`config.mk`:
```
export PLATFORM = sky130hd
export DESIGN_NAME = vga_scan_generator
export DESIGN_NICKNAME = d
export VERILOG_FILES = /design/src/rtl/vga_scan_pkg.sv /design/src/rtl/vga_axis_counter.sv /design/src/rtl/vga_scan_generator.sv
export SDC_FILE = /design/constraint.sdc
export NUM_CORES = 1
export LEC_CHECK = 0
export ABC_AREA = 0
export BUFFER_PORTS_ARGS = -buffer_cell sky130_fd_sc_hd__clkbuf_2
export CAP_MARGIN = 20
export CORE_ASPECT_RATIO = 1.75
export CORE_MARGIN = 2
export CORE_UTILIZATION = 51
export CTS_CLUSTER_DIAMETER = 80
export DETAILED_ROUTE_END_ITERATION = 12
export GPL_ROUTABILITY_DRIVEN = 1
export GPL_TIMING_DRIVEN = 1
export PLACE_DENSITY = 0.78
export RECOVER_POWER = 100
export SYNTH_ARGS = -nofsm -noshare
export SYNTH_HDL_FRONTEND = slang
export SYNTH_SLANG_ARGS = --single-unit
```
`constraint.sdc`:
```
create_clock -name clk -period 1.95 [get_ports clk]
set_input_delay 0.0975 -clock clk [delete_from_list [all_inputs] [get_ports clk]]
set_output_delay 0.0975 -clock clk [all_outputs]
set_load 0.01 [all_outputs]
```
`src/rtl/vga_scan_pkg.sv`:
```
// vga_scan_pkg
//   Shared constants for the VGA scan generator: default 640x480@60 timing,
//   the derived line/frame totals, the coordinate width and a small helper
//   used to decode half-open counter windows.
//   Optional feature macro used by the top level: VGA_SCAN_FRAME_CNT_EN.
package vga_scan_pkg;

    localparam int COORD_W = 11;

    localparam int DEF_H_ACTIVE = 640;
    localparam int DEF_H_FP     = 16;
    localparam int DEF_H_SYNC   = 96;
    localparam int DEF_H_BP     = 48;
    localparam int DEF_H_TOTAL  = DEF_H_ACTIVE + DEF_H_FP + DEF_H_SYNC + DEF_H_BP;

    localparam int DEF_V_ACTIVE = 480;
    localparam int DEF_V_FP     = 10;
    localparam int DEF_V_SYNC   = 2;
    localparam int DEF_V_BP     = 33;
    localparam int DEF_V_TOTAL  = DEF_V_ACTIVE + DEF_V_FP + DEF_V_SYNC + DEF_V_BP;

    typedef logic [COORD_W-1:0] coord_t;

    // True when lo <= v < hi.
    function automatic logic in_window(input coord_t v, input int lo, input int hi);
        return (v >= coord_t'(lo)) && (v < coord_t'(hi));
    endfunction

endpackage

```
`src/rtl/vga_axis_counter.sv`:
```
// vga_axis_counter
//   Wrap counter for one raster axis (horizontal or vertical).
//   Ports:
//     clk, rst  : clock, synchronous active-high reset (count -> 0)
//     en        : advance the count on this clock
//     cnt       : current position, 0..TOTAL-1
//     tc        : cnt is at TOTAL-1 (next enabled clock wraps to 0)
//     vis_on    : cnt < ACTIVE
//     sync_on   : cnt in [SYNC_START, SYNC_END)
module vga_axis_counter
    import vga_scan_pkg::*;
#(
    parameter int TOTAL      = DEF_H_TOTAL,
    parameter int ACTIVE     = DEF_H_ACTIVE,
    parameter int SYNC_START = DEF_H_ACTIVE + DEF_H_FP,
    parameter int SYNC_END   = DEF_H_ACTIVE + DEF_H_FP + DEF_H_SYNC
) (
    input  logic   clk,
    input  logic   rst,
    input  logic   en,
    output coord_t cnt,
    output logic   tc,
    output logic   vis_on,
    output logic   sync_on
);

    coord_t cnt_q;
    coord_t cnt_d;
    logic   tc_s;

    assign tc_s = (cnt_q == coord_t'(TOTAL - 1));

    // Next count: hold, increment, or wrap at the terminal count.
    always_comb begin
        cnt_d = cnt_q;
        if (en) begin
            if (tc_s) begin
                cnt_d = '0;
            end else begin
                cnt_d = cnt_q + coord_t'(1);
            end
        end else begin
            cnt_d = cnt_q;
        end
    end

    // Count register.
    always_ff @(posedge clk) begin
        if (rst) begin
            cnt_q <= '0;
        end else begin
            cnt_q <= cnt_d;
        end
    end

    assign cnt     = cnt_q;
    assign tc      = tc_s;
    assign vis_on  = (cnt_q < coord_t'(ACTIVE));
    assign sync_on = in_window(cnt_q, SYNC_START, SYNC_END);

endmodule

```
`src/rtl/vga_scan_generator.sv`:
```
// vga_scan_generator
//   VGA raster timing generator (640x480@60 by default). Divides the system
//   clock down to a pixel strobe, scans x/y for the renderer and registers the
//   renderer colour together with hsync/vsync so the connector pins change on
//   the same edge.
//   Ports:
//     clk, rst            : system clock, synchronous active-high reset
//     x, y                : current pixel/line position presented to renderer
//     pix_en              : one-clock strobe; x/y advance on that clock
//     r_in, g_in, b_in    : renderer colour for the current x/y
//     vga_r, vga_g, vga_b : registered colour (black outside the visible area)
//     vga_hs, vga_vs      : registered syncs, asserted level = SYNC_POL
//     active              : registered visible-area flag aligned with vga_*
//   Optional (macro VGA_SCAN_FRAME_CNT_EN):
//     frame_start         : one-clock pulse when x and y both wrap to 0
//     frame_cnt           : 16-bit wrapping frame counter
module vga_scan_generator
    import vga_scan_pkg::*;
#(
    parameter int CLK_DIV  = 2,
    parameter int H_ACTIVE = DEF_H_ACTIVE,
    parameter int H_FP     = DEF_H_FP,
    parameter int H_SYNC   = DEF_H_SYNC,
    parameter int H_BP     = DEF_H_BP,
    parameter int V_ACTIVE = DEF_V_ACTIVE,
    parameter int V_FP     = DEF_V_FP,
    parameter int V_SYNC   = DEF_V_SYNC,
    parameter int V_BP     = DEF_V_BP,
    parameter bit SYNC_POL = 1'b0
) (
    input  logic               clk,
    input  logic               rst,
    output logic [COORD_W-1:0] x,
    output logic [COORD_W-1:0] y,
    output logic               pix_en,
    input  logic [2:0]         r_in,
    input  logic [2:0]         g_in,
    input  logic [2:0]         b_in,
    output logic [2:0]         vga_r,
    output logic [2:0]         vga_g,
    output logic [2:0]         vga_b,
    output logic               vga_hs,
    output logic               vga_vs,
`ifdef VGA_SCAN_FRAME_CNT_EN
    output logic               frame_start,
    output logic [15:0]        frame_cnt,
`endif
    output logic               active
);

    localparam int H_TOTAL = H_ACTIVE + H_FP + H_SYNC + H_BP;
    localparam int V_TOTAL = V_ACTIVE + V_FP + V_SYNC + V_BP;
    // A one-bit divider still works for CLK_DIV=1: it simply stays at 0.
    localparam int DIV_W   = (CLK_DIV > 1) ? $clog2(CLK_DIV) : 1;

    typedef logic [DIV_W-1:0] div_t;

    div_t       div_q, div_d;
    logic       pix_en_q, pix_en_d;
    logic [2:0] vga_r_q, vga_r_d;
    logic [2:0] vga_g_q, vga_g_d;
    logic [2:0] vga_b_q, vga_b_d;
    logic       vga_hs_q, vga_hs_d;
    logic       vga_vs_q, vga_vs_d;
    logic       active_q, active_d;

    coord_t     x_cnt, y_cnt;
    logic       h_tc, h_vis, h_sync_on;
    logic       v_vis, v_sync_on;
    logic       vis;
`ifdef VGA_SCAN_FRAME_CNT_EN
    logic       v_tc;
`else
    logic       v_tc_unused;
`endif

    vga_axis_counter #(
        .TOTAL      (H_TOTAL),
        .ACTIVE     (H_ACTIVE),
        .SYNC_START (H_ACTIVE + H_FP),
        .SYNC_END   (H_ACTIVE + H_FP + H_SYNC)
    ) u_h_counter (
        .clk     (clk),
        .rst     (rst),
        .en      (pix_en_q),
        .cnt     (x_cnt),
        .tc      (h_tc),
        .vis_on  (h_vis),
        .sync_on (h_sync_on)
    );

    // The line counter only steps on the pixel that ends a line.
    vga_axis_counter #(
        .TOTAL      (V_TOTAL),
        .ACTIVE     (V_ACTIVE),
        .SYNC_START (V_ACTIVE + V_FP),
        .SYNC_END   (V_ACTIVE + V_FP + V_SYNC)
    ) u_v_counter (
        .clk     (clk),
        .rst     (rst),
        .en      (pix_en_q & h_tc),
        .cnt     (y_cnt),
`ifdef VGA_SCAN_FRAME_CNT_EN
        .tc      (v_tc),
`else
        .tc      (v_tc_unused),
`endif
        .vis_on  (v_vis),
        .sync_on (v_sync_on)
    );

    assign vis = h_vis & v_vis;

    // Pixel divider; pix_en is registered from the next divider value so it
    // is high exactly while the divider sits at CLK_DIV-1.
    always_comb begin
        if (div_q == div_t'(CLK_DIV - 1)) begin
            div_d = '0;
        end else begin
            div_d = div_q + div_t'(1);
        end
        pix_en_d = (div_d == div_t'(CLK_DIV - 1));
    end

    // Output stage: colour and syncs sampled from the current x/y decode on
    // the pixel strobe, so everything lags x/y by exactly one pixel.
    always_comb begin
        vga_r_d  = vga_r_q;
        vga_g_d  = vga_g_q;
        vga_b_d  = vga_b_q;
        vga_hs_d = vga_hs_q;
        vga_vs_d = vga_vs_q;
        active_d = active_q;
        if (pix_en_q) begin
            vga_r_d  = vis ? r_in : 3'd0;
            vga_g_d  = vis ? g_in : 3'd0;
            vga_b_d  = vis ? b_in : 3'd0;
            vga_hs_d = h_sync_on ? SYNC_POL : ~SYNC_POL;
            vga_vs_d = v_sync_on ? SYNC_POL : ~SYNC_POL;
            active_d = vis;
        end else begin
            active_d = active_q;
        end
    end

    // Divider and output registers.
    always_ff @(posedge clk) begin
        if (rst) begin
            div_q    <= '0;
            pix_en_q <= 1'b0;
            vga_r_q  <= 3'd0;
            vga_g_q  <= 3'd0;
            vga_b_q  <= 3'd0;
            vga_hs_q <= ~SYNC_POL;
            vga_vs_q <= ~SYNC_POL;
            active_q <= 1'b0;
        end else begin
            div_q    <= div_d;
            pix_en_q <= pix_en_d;
            vga_r_q  <= vga_r_d;
            vga_g_q  <= vga_g_d;
            vga_b_q  <= vga_b_d;
            vga_hs_q <= vga_hs_d;
            vga_vs_q <= vga_vs_d;
            active_q <= active_d;
        end
    end

`ifdef VGA_SCAN_FRAME_CNT_EN
    logic        frame_start_q, frame_start_d;
    logic [15:0] frame_cnt_q, frame_cnt_d;
    logic        frame_wrap;

    assign frame_wrap = pix_en_q & h_tc & v_tc;

    // Frame pulse and counter step on the edge where x and y both wrap.
    always_comb begin
        frame_start_d = frame_wrap;
        if (frame_wrap) begin
            frame_cnt_d = frame_cnt_q + 16'd1;
        end else begin
            frame_cnt_d = frame_cnt_q;
        end
    end

    // Frame registers.
    always_ff @(posedge clk) begin
        if (rst) begin
            frame_start_q <= 1'b0;
            frame_cnt_q   <= 16'd0;
        end else begin
            frame_start_q <= frame_start_d;
            frame_cnt_q   <= frame_cnt_d;
        end
    end

    assign frame_start = frame_start_q;
    assign frame_cnt   = frame_cnt_q;
`endif

    assign x      = x_cnt;
    assign y      = y_cnt;
    assign pix_en = pix_en_q;
    assign vga_r  = vga_r_q;
    assign vga_g  = vga_g_q;
    assign vga_b  = vga_b_q;
    assign vga_hs = vga_hs_q;
    assign vga_vs = vga_vs_q;
    assign active = active_q;

endmodule

```
==> results.json, run 1 <==
{
  "core_area_um2": 3140,
  "max_slew_margin_pct": 55.4,
  "root_buffer": "clkbuf_8",
  "synth-seq-cells": 35,
  "die_y_um": 80.0,
  "grt-ovfl-total": 0,
  "postCtsSetupBuffers": 0,
  "wl_per_cell_um": 16.1,
  "grt_max_degree": 12,
  "clockBufferDepth": 2,
  "max_clock_freq_mhz": 561,
  "hold_viol_final": 0,
  "nets": 228,
  "cts_resized": 0,
  "synthFlopType": "dfxtp_1",
  "drt_iter0_markers": 30,
  "start_util_pct": 53.6,
  "port_buffers": 45,
  "cp-end-kind": "register",
  "synthAdderAreaFrac_pct": 2.97,
  "grt_pass1_vias": 1384,
  "synth_top_family_by_area": "simple AND/OR/NAND/NOR gates",
  "synth_simple_gate_area_share_pct": 24.4,
  "maxSlewViolCount": 0,
  "rsz0062_at_grt": "no",
  "syn-num-nets": 183,
  "area_growth_pct": 15.4,
  "synthTopCellsByArea": "dfxtp_1 42%, o31ai_2 5.2%, a22o_1 4.7%",
  "synth-xor-area-share_pct": 5.20,
  "drive_gt1_share_pct": 15.9,
  "cts-hold-fix-buffers": 0,
  "p_per_area_nw_per_um2": 753,
  "fin_tns_setup_ns": 0,
  "hold_path_depth": 2,
  "rrSetupSlack_ns": 0.17,
  "ctsHtreeMaxLevel": 2,
  "yosysTopAreaCell": "dfxtp_1",
  "yosysSeqAreaShare_pct": 41.6,
  "finalCritPeriodShare_pct": 91.4,
  "setup_viol_count_final": 0,
  "yosysMostFrequentCell": "dfxtp_1",
  "row_count": 27,
  "worst_r2r_path_depth": 5,
  "synth.cell_area_um2": 1680,
  "syn_inst": 168,
  "die_w_um": 47.4,
  "crit_fanout": 11,
  "path_class": "register to register",
  "synth_common_cells": "35 x dfxtp_1, 14 x nor2_1, 9 x a22o_1, 8 x nand2_1, 8 x nand3_1",
  "cp-start-kind": "register",
  "required_ns": 2.18,
  "hold_ws_ns": 0.0202,
  "crit_arrival_ns": 2.01,
  "status": "complete, no violations",
  "synth_cell_types": 46,
  "netlist.area_leader.share_pct": 41.6,
  "cap_violations": 0,
  "hold_path_class": "input port to register",
  "clk_latency_ns": 0.29,
  "track_usage_pct": 23.5,
  "cts_made_buffers": 5,
  "synth_warnings": 0,
  "path_clk_slew_ns": 0.07,
  "grt_antenna_before_repair": 0,
  "die_area_um2": 3790,
  "antenna_cells": 0,
  "place.gp.congestion": 0.953,
  "cts_sinks": 35,
  "drt-pass1-iter-count": 4,
  "routed_wl_um": 4130,
  "via_per_inst": 5.81,
  "syn_avg_cell_area_um2": 10.0,
  "async_reset_ff_share_pct": 0,
  "synth-edff-count": 0,
  "drc": 0,
  "ir_worst_vdd_mv": 0.497,
  "final_antenna_net_count": 0,
  "post-dp-hpwl_um": 3020,
  "fillers": 285,
  "tightestPinTransition_ns": 0.667,
  "num_vias": 1492,
  "pin_count": 46,
  "cts_tree": "yes",
  "p_leak_nw": 0.702,
  "synth_mux_area_share_pct": 0,
  "skew_ns": 0.00763,
  "synth_compound_area_share_pct": 20.2,
  "period_needed_ns": 1.78,
  "finalPower_mw": 1.46,
  "grt_pass1_wl_um": 6390
}
power by group:
part / switching (mW) / internal (mW)
Combinational: 0.0839 / 0.0710
Sequential: 0.0559 / 0.752
Clock: 0.250 / 0.250
Total: 0.390 / 1.07
cell usage in the layout, fill, tap and decap left out, drive strengths merged, types with 2 or more instances in the layout:
| master | count |
|---|---|
| a22oi | 4 |
| buf | 2 |
| and4 | 3 |
| o211ai | 5 |
| nand2 | 8 |
| a41oi | 3 |
| nand3 | 8 |
| nor4b | 3 |
| o31ai | 8 |
| inv | 6 |
| xnor2 | 5 |
| nand2b | 3 |
| ha | 4 |
| clkbuf | 54 |
| xor2 | 5 |
| o21ai | 2 |
| nor3 | 7 |
| dfxtp | 35 |
| and3 | 3 |
| and2 | 4 |
| a22o | 9 |
| nand4 | 6 |
| nor2 | 14 |
cells by family (layout without fill, tap and decap cells):
logic type,Yosys count,count (layout)
XOR/XNOR,10,10
flip-flops,35,35
adder cells (fa/ha/maj),4,4
AO/OA/AOI/OAI,37,37
buffers and inverters,17,63
AND/OR/NAND/NOR,65,65
worst max-delay path: stages (launching register included):
cell,delay (ns)
dfxtp_1,0.58
nand2b_2,0.10
nor3_1,0.24
nor4bb_1,0.36
clkbuf_2,0.29
a22o_1,0.16
final timing paths:
check               start       end
setup reg to reg   pix_en  vga_r[1]
hold / removal    g_in[0]  vga_g[0]
hold reg to reg    active    active
setup / recovery   pix_en  vga_r[1]
state kept, by name, indices dropped and copies added (netlist names):
register	cells
u_h_counter.cnt	11
u_v_counter.cnt	11
vga_b	3
vga_g	3
vga_r	3
active	1
pix_en	1
vga_hs	1
vga_vs	1
final cells by class:
class | count | area, µm² | area share [%]
sequential | 35 | 701 | 36.1
clock buffer | 7 | 76.3 | 3.93
multi-input combinational | 116 | 877 | 45.2
tap | 43 | 53.8 | 2.77
timing repair buffer | 49 | 206 | 10.6
clock inverter | 1 | 5.00 | 0.258
inverter | 6 | 22.5 | 1.16
metrics by stage:
stage | utilization (%) | instances | area, µm² | setup WS, ns
3_3_place_gp | 61.1 | 249 | 1920 | 0.235
5_1_grt | 61.8 | 257 | 1940 | 0.0226
6_report | 61.8 | 257 | 1940 | 0.167
4_1_cts | 63.7 | 257 | 2000 | 0.191
2_1_floorplan | - | 168 | 1680 | 0.291
3_5_place_dp | 61.1 | 249 | 1920 | 0.217
metal layers:
layer | vias to the layer above | wire length [µm] | part of all wire [%] | global-route usage [%]
met5 | - | 0 | 0 | 0
li1 | 712 | - | - | -
met2 | 53 | 2200 | 53 | 39.1
met3 | 17 | 150 | 3.6 | 4.07
met4 | 0 | 174 | 4.2 | 14.2
met1 | 710 | 1600 | 39 | 25.9
Power figures use the tool's default switching activity.
==> run 2: changes to the inputs <==
Settings changed: CELL_PAD_IN_SITES_DETAIL_PLACEMENT from default to 1, CELL_PAD_IN_SITES_GLOBAL_PLACEMENT from default to 2, CORE_UTILIZATION 51 to 31, PLACE_DENSITY 0.78 to default, PLACE_DENSITY_LB_ADDON from default to 0.1.
==> results.json, run 2 (synthesis gave the netlist of run 1 again) <==
{
  "dp_slack_ns": 0.161,
  "die_w_um": 59.7,
  "start_util_pct": 32.0,
  "via_per_inst": 5.38,
  "finalCritPeriodShare_pct": 92.0,
  "cts_sinks": 35,
  "ctsHtreeMaxLevel": 2,
  "clockBufferDepth": 2,
  "path_clk_slew_ns": 0.07,
  "place.gp.congestion": 0.774,
  "fillers": 628,
  "cp_num_buf_inv": 0,
  "wl_per_cell_um": 16.6,
  "pin_count": 46,
  "die_y_um": 101,
  "rsz0062_at_grt": "no",
  "crit_arrival_ns": 1.97,
  "drt_iter0_markers": 50,
  "routed_wl_um": 4580,
  "drt-pass1-iter-count": 4,
  "num_vias": 1484,
  "rrSetupSlack_ns": 0.16,
  "p_leak_nw": 0.739,
  "grt_pass1_wl_um": 7510,
  "status": "complete, no violations",
  "regArea_um2": 702,
  "cts_tree": "yes",
  "max_slew_margin_pct": 67.6,
  "grt-ovfl-total": 0,
  "finalPower_mw": 1.51,
  "root_buffer": "clkbuf_8",
  "skew_ns": 0.00668,
  "area_growth_pct": 19.3,
  "required_ns": 2.13,
  "hold_viol_final": 0,
  "crit_fanout": 11,
  "layout.cells.most_common": "clkbuf_1",
  "drc": 0,
  "setup_viol_count_final": 0,
  "cts_made_buffers": 5,
  "cap_violations": 0,
  "path_class": "register to register",
  "path_cells": "ha_1, and2_2, nand4_4, nand2b_4, o41ai_1",
  "critical_path.max_stage_delay_ns": 0.40,
  "postPlaceCellArea_um2": 2000,
  "cp-end-kind": "register",
  "cp-start-kind": "register",
  "max_clock_freq_mhz": 557,
  "post-dp-hpwl_um": 3530,
  "track_usage_pct": 16.0,
  "fin_tns_setup_ns": 0,
  "p_per_area_nw_per_um2": 751,
  "finalInstanceArea_um2": 2010,
  "ir_worst_vdd_mv": 0.311,
  "grt_max_degree": 12,
  "nets": 236,
  "grt_antenna_before_repair": 0,
  "critPathTopFamily": "simple AND/OR/NAND/NOR gates",
  "row_count": 35,
  "layout_common_cells": "38 x clkbuf_1, 34 x dfxtp_1, 16 x clkbuf_2, 14 x nor2_1, 9 x a22o_1",
  "hold_path_class": "input port to register",
  "grt_pass1_vias": 1595,
  "multi_input_area_um2": 882,
  "antenna_cells": 0,
  "period_needed_ns": 1.79,
  "die_area_um2": 6060,
  "final_antenna_net_count": 0,
  "slowest_stage": "dfxtp_1",
  "tightestPinTransition_ns": 0.479,
  "drive_gt1_share_pct": 18.6,
  "port_buffers": 45,
  "clk_latency_ns": 0.28,
  "finalWorstSetupSlack_ns": 0.156,
  "core_area_um2": 5260,
  "maxSlewViolCount": 0
}
run 2: path summary, 6_finish.rpt:
path / startpoint / end / depth (start not counted)
worst max-delay path: u_h_counter.cnt[0] / u_v_counter.cnt[7] / 5
worst max register to register: u_h_counter.cnt[0] / u_v_counter.cnt[7] / 5
worst min-delay path: g_in[1] / vga_g[1] / 2
worst min register to register: active / active / 1
run 2: what timing repair did:
action,CTS,global route
buffers inserted,0,0
gates resized for setup,0,1
endpoints found under the setup margin,0,1
hold buffers,0,0
run 2: final cells by class:
type | count | share of cell area [%]
multi-input cells | 116 | 43.9
clock buffers | 6 | 4.11
well taps | 55 | 3.43
inverters | 6 | 1.12
repair buffers | 57 | 12.2
clock inverters | 1 | 0.249
flip-flops and latches | 35 | 35.0
run 2: metal layers:
layer / wire (µm) / global-route usage, %
met3: 139 / 3.45
met5: 0 / 0
met1: 1820 / 17.1
met2: 2520 / 29.3
met4: 95 / 6.32
run 2: through the flow:
step,hold WS [ns],instances,util [%]
6_report,0.0266,276,38.2
5_1_grt,0.0165,276,38.2
4_1_cts,0.0174,276,39.6
3_5_place_dp,0.313,269,38.0
3_3_place_gp,0.309,269,38.0
2_1_floorplan,0.223,168,-
run 2: power by group:
part | switching (mW) | total (mW) | internal (mW) | leakage (nW)
logic | 0.0940 | 0.173 | 0.0792 | 0.407
registers | 0.0508 | 0.802 | 0.752 | 0.285
clock network | 0.256 | 0.533 | 0.277 | 0.0470
total | 0.400 | 1.51 | 1.11 | 0.739
run 2: worst register-to-register path, cell delays in order (launching register included):
cell and delay [ns]:
dfxtp_1 0.40, ha_1 0.27, and2_2 0.24, nand4_4 0.17, nand2b_4 0.27, o41ai_1 0.34
==> run 3: changes to the inputs <==
Settings changed: BUFFER_PORTS_ARGS -buffer_cell sky130_fd_sc_hd__clkbuf_2 to default, CORE_UTILIZATION 31 to 37, DONT_BUFFER_PORTS from default to 1.
==> results.json, run 3 (synthesis gave the netlist of run 1 again) <==
{
  "grt_max_degree": 12,
  "ir_worst_vdd_mv": 0.466,
  "ctsHtreeMaxLevel": 2,
  "cp-end-kind": "register",
  "port_buffers": 0,
  "hold_ws_ns": 0.0508,
  "cts_made_buffers": 5,
  "status": "complete, no violations",
  "drc": 0,
  "place_inst": 225,
  "path_clk_slew_ns": 0.08,
  "die_y_um": 93.2,
  "max_clock_freq_mhz": 552,
  "area_growth_pct": 13.6,
  "place.gp.congestion": 0.746,
  "grt_antenna_before_repair": 0,
  "hold_viol_final": 0,
  "layout.cells.most_common": "dfxtp_1",
  "post-dp-hpwl_um": 3360,
  "die_area_um2": 5120,
  "cp-start-kind": "register",
  "p_per_area_nw_per_um2": 776,
  "fin_tns_setup_ns": 0,
  "grt_pass1_vias": 1484,
  "via_per_inst": 5.83,
  "final_antenna_net_count": 0,
  "cts_sinks": 35,
  "crit_arrival_ns": 1.98,
  "nets": 206,
  "num_vias": 1416,
  "pin_count": 46,
  "cts_tree": "yes",
  "cts_resized": 0,
  "routed_wl_um": 4650,
  "clockBufferDepth": 2,
  "grt_pass1_wl_um": 7310,
  "p_leak_nw": 0.677,
  "wl_per_cell_um": 19.1,
  "row_count": 32,
  "setup_viol_count_final": 0,
  "drive_gt1_share_pct": 12.5,
  "finalCritPeriodShare_pct": 92.9,
  "layout_common_cells": "35 x dfxtp_1, 14 x nor2_1, 13 x clkbuf_1, 10 x dlygate4sd3_1, 9 x a22o_1",
  "fin_cells": 243,
  "tightestPinTransition_ns": 0.740,
  "root_buffer": "clkbuf_8",
  "clk_latency_ns": 0.29,
  "drt_iter0_markers": 18,
  "track_usage_pct": 19.8,
  "max_slew_margin_pct": 50.5,
  "start_util_pct": 38.2,
  "antenna_cells": 0,
  "period_needed_ns": 1.81,
  "finalPower_mw": 1.48,
  "finalWorstSetupSlack_ns": 0.138,
  "skew_ns": 0.00810,
  "drt-pass1-iter-count": 4,
  "crit_fanout": 6,
  "path_class": "register to register",
  "dp_slack_ns": 0.168,
  "maxSlewViolCount": 0,
  "die_w_um": 55.0,
  "required_ns": 2.12,
  "grt-ovfl-total": 0,
  "cap_violations": 0,
  "core_area_um2": 4400,
  "hold_path_class": "input port to register",
  "rsz0062_at_grt": "no"
}
## run 3: cell types whose count changed in the layout (fill, tap and decap cells not counted), sizes merged
cell,previous run,this run
clkbuf,60,19
clkinvlp,0,1
buf,3,4
dlygate4sd3,0,10
## run 3: layout make-up
| class | count | area (µm²) |
|---|---|---|
| Clock buffer | 6 | 72.6 |
| Timing Repair Buffer | 27 | 180 |
| Multi-Input combinational cell | 116 | 860 |
| Inverter | 6 | 22.5 |
| Tap cell | 51 | 63.8 |
| Clock inverter | 2 | 12.5 |
| Sequential cell | 35 | 701 |
| Fill cell | 530 | 2490 |
## run 3: repair_timing
action,in CTS,in global routing
setup buffers,0,0
hold endpoints to repair,12,0
hold buffers,10,0
## run 3: critical path: stages (launching register included)
cell and delay (ns):
dfxtp_1 0.39, nor4b_1 0.58, a41oi_2 0.24, clkbuf_1 0.20, a22oi_1 0.20, o31ai_2 0.09
## run 3: path summary, 6_finish.rpt
check                           from                  to  slack [ns]  cells after the start
setup / recovery  u_v_counter.cnt[7]  u_v_counter.cnt[2]        0.14                      5
setup reg to reg  u_v_counter.cnt[7]  u_v_counter.cnt[2]        0.14                      5
hold / removal                   rst              pix_en        0.05                      1
hold reg to reg               active              active        0.55                      1
## run 3: where the power goes
part / internal (mW) / switching, mW / total (mW)
clock: 0.250 / 0.273 / 0.523
combinational: 0.0717 / 0.0726 / 0.144
sequential: 0.751 / 0.0651 / 0.816
total: 1.07 / 0.411 / 1.48
## run 3: per-layer routing
metal | up-vias | GRT usage (%) | part of all wire [%]
met5 | - | 0 | 0
met4 | 0 | 8.54 | 2.6
met3 | 10 | 4.63 | 4.6
met2 | 37 | 36.3 | 56
met1 | 700 | 19.7 | 37
li1 | 669 | - | -
## run 3: per-stage QoR
stage | area [µm²] | util [%]
3_5_place_dp | 1800 | 40.9
6_report | 1910 | 43.4
2_1_floorplan | 1680 | -
3_3_place_gp | 1800 | 40.9
4_1_cts | 1990 | 45.1
5_1_grt | 1910 | 43.4
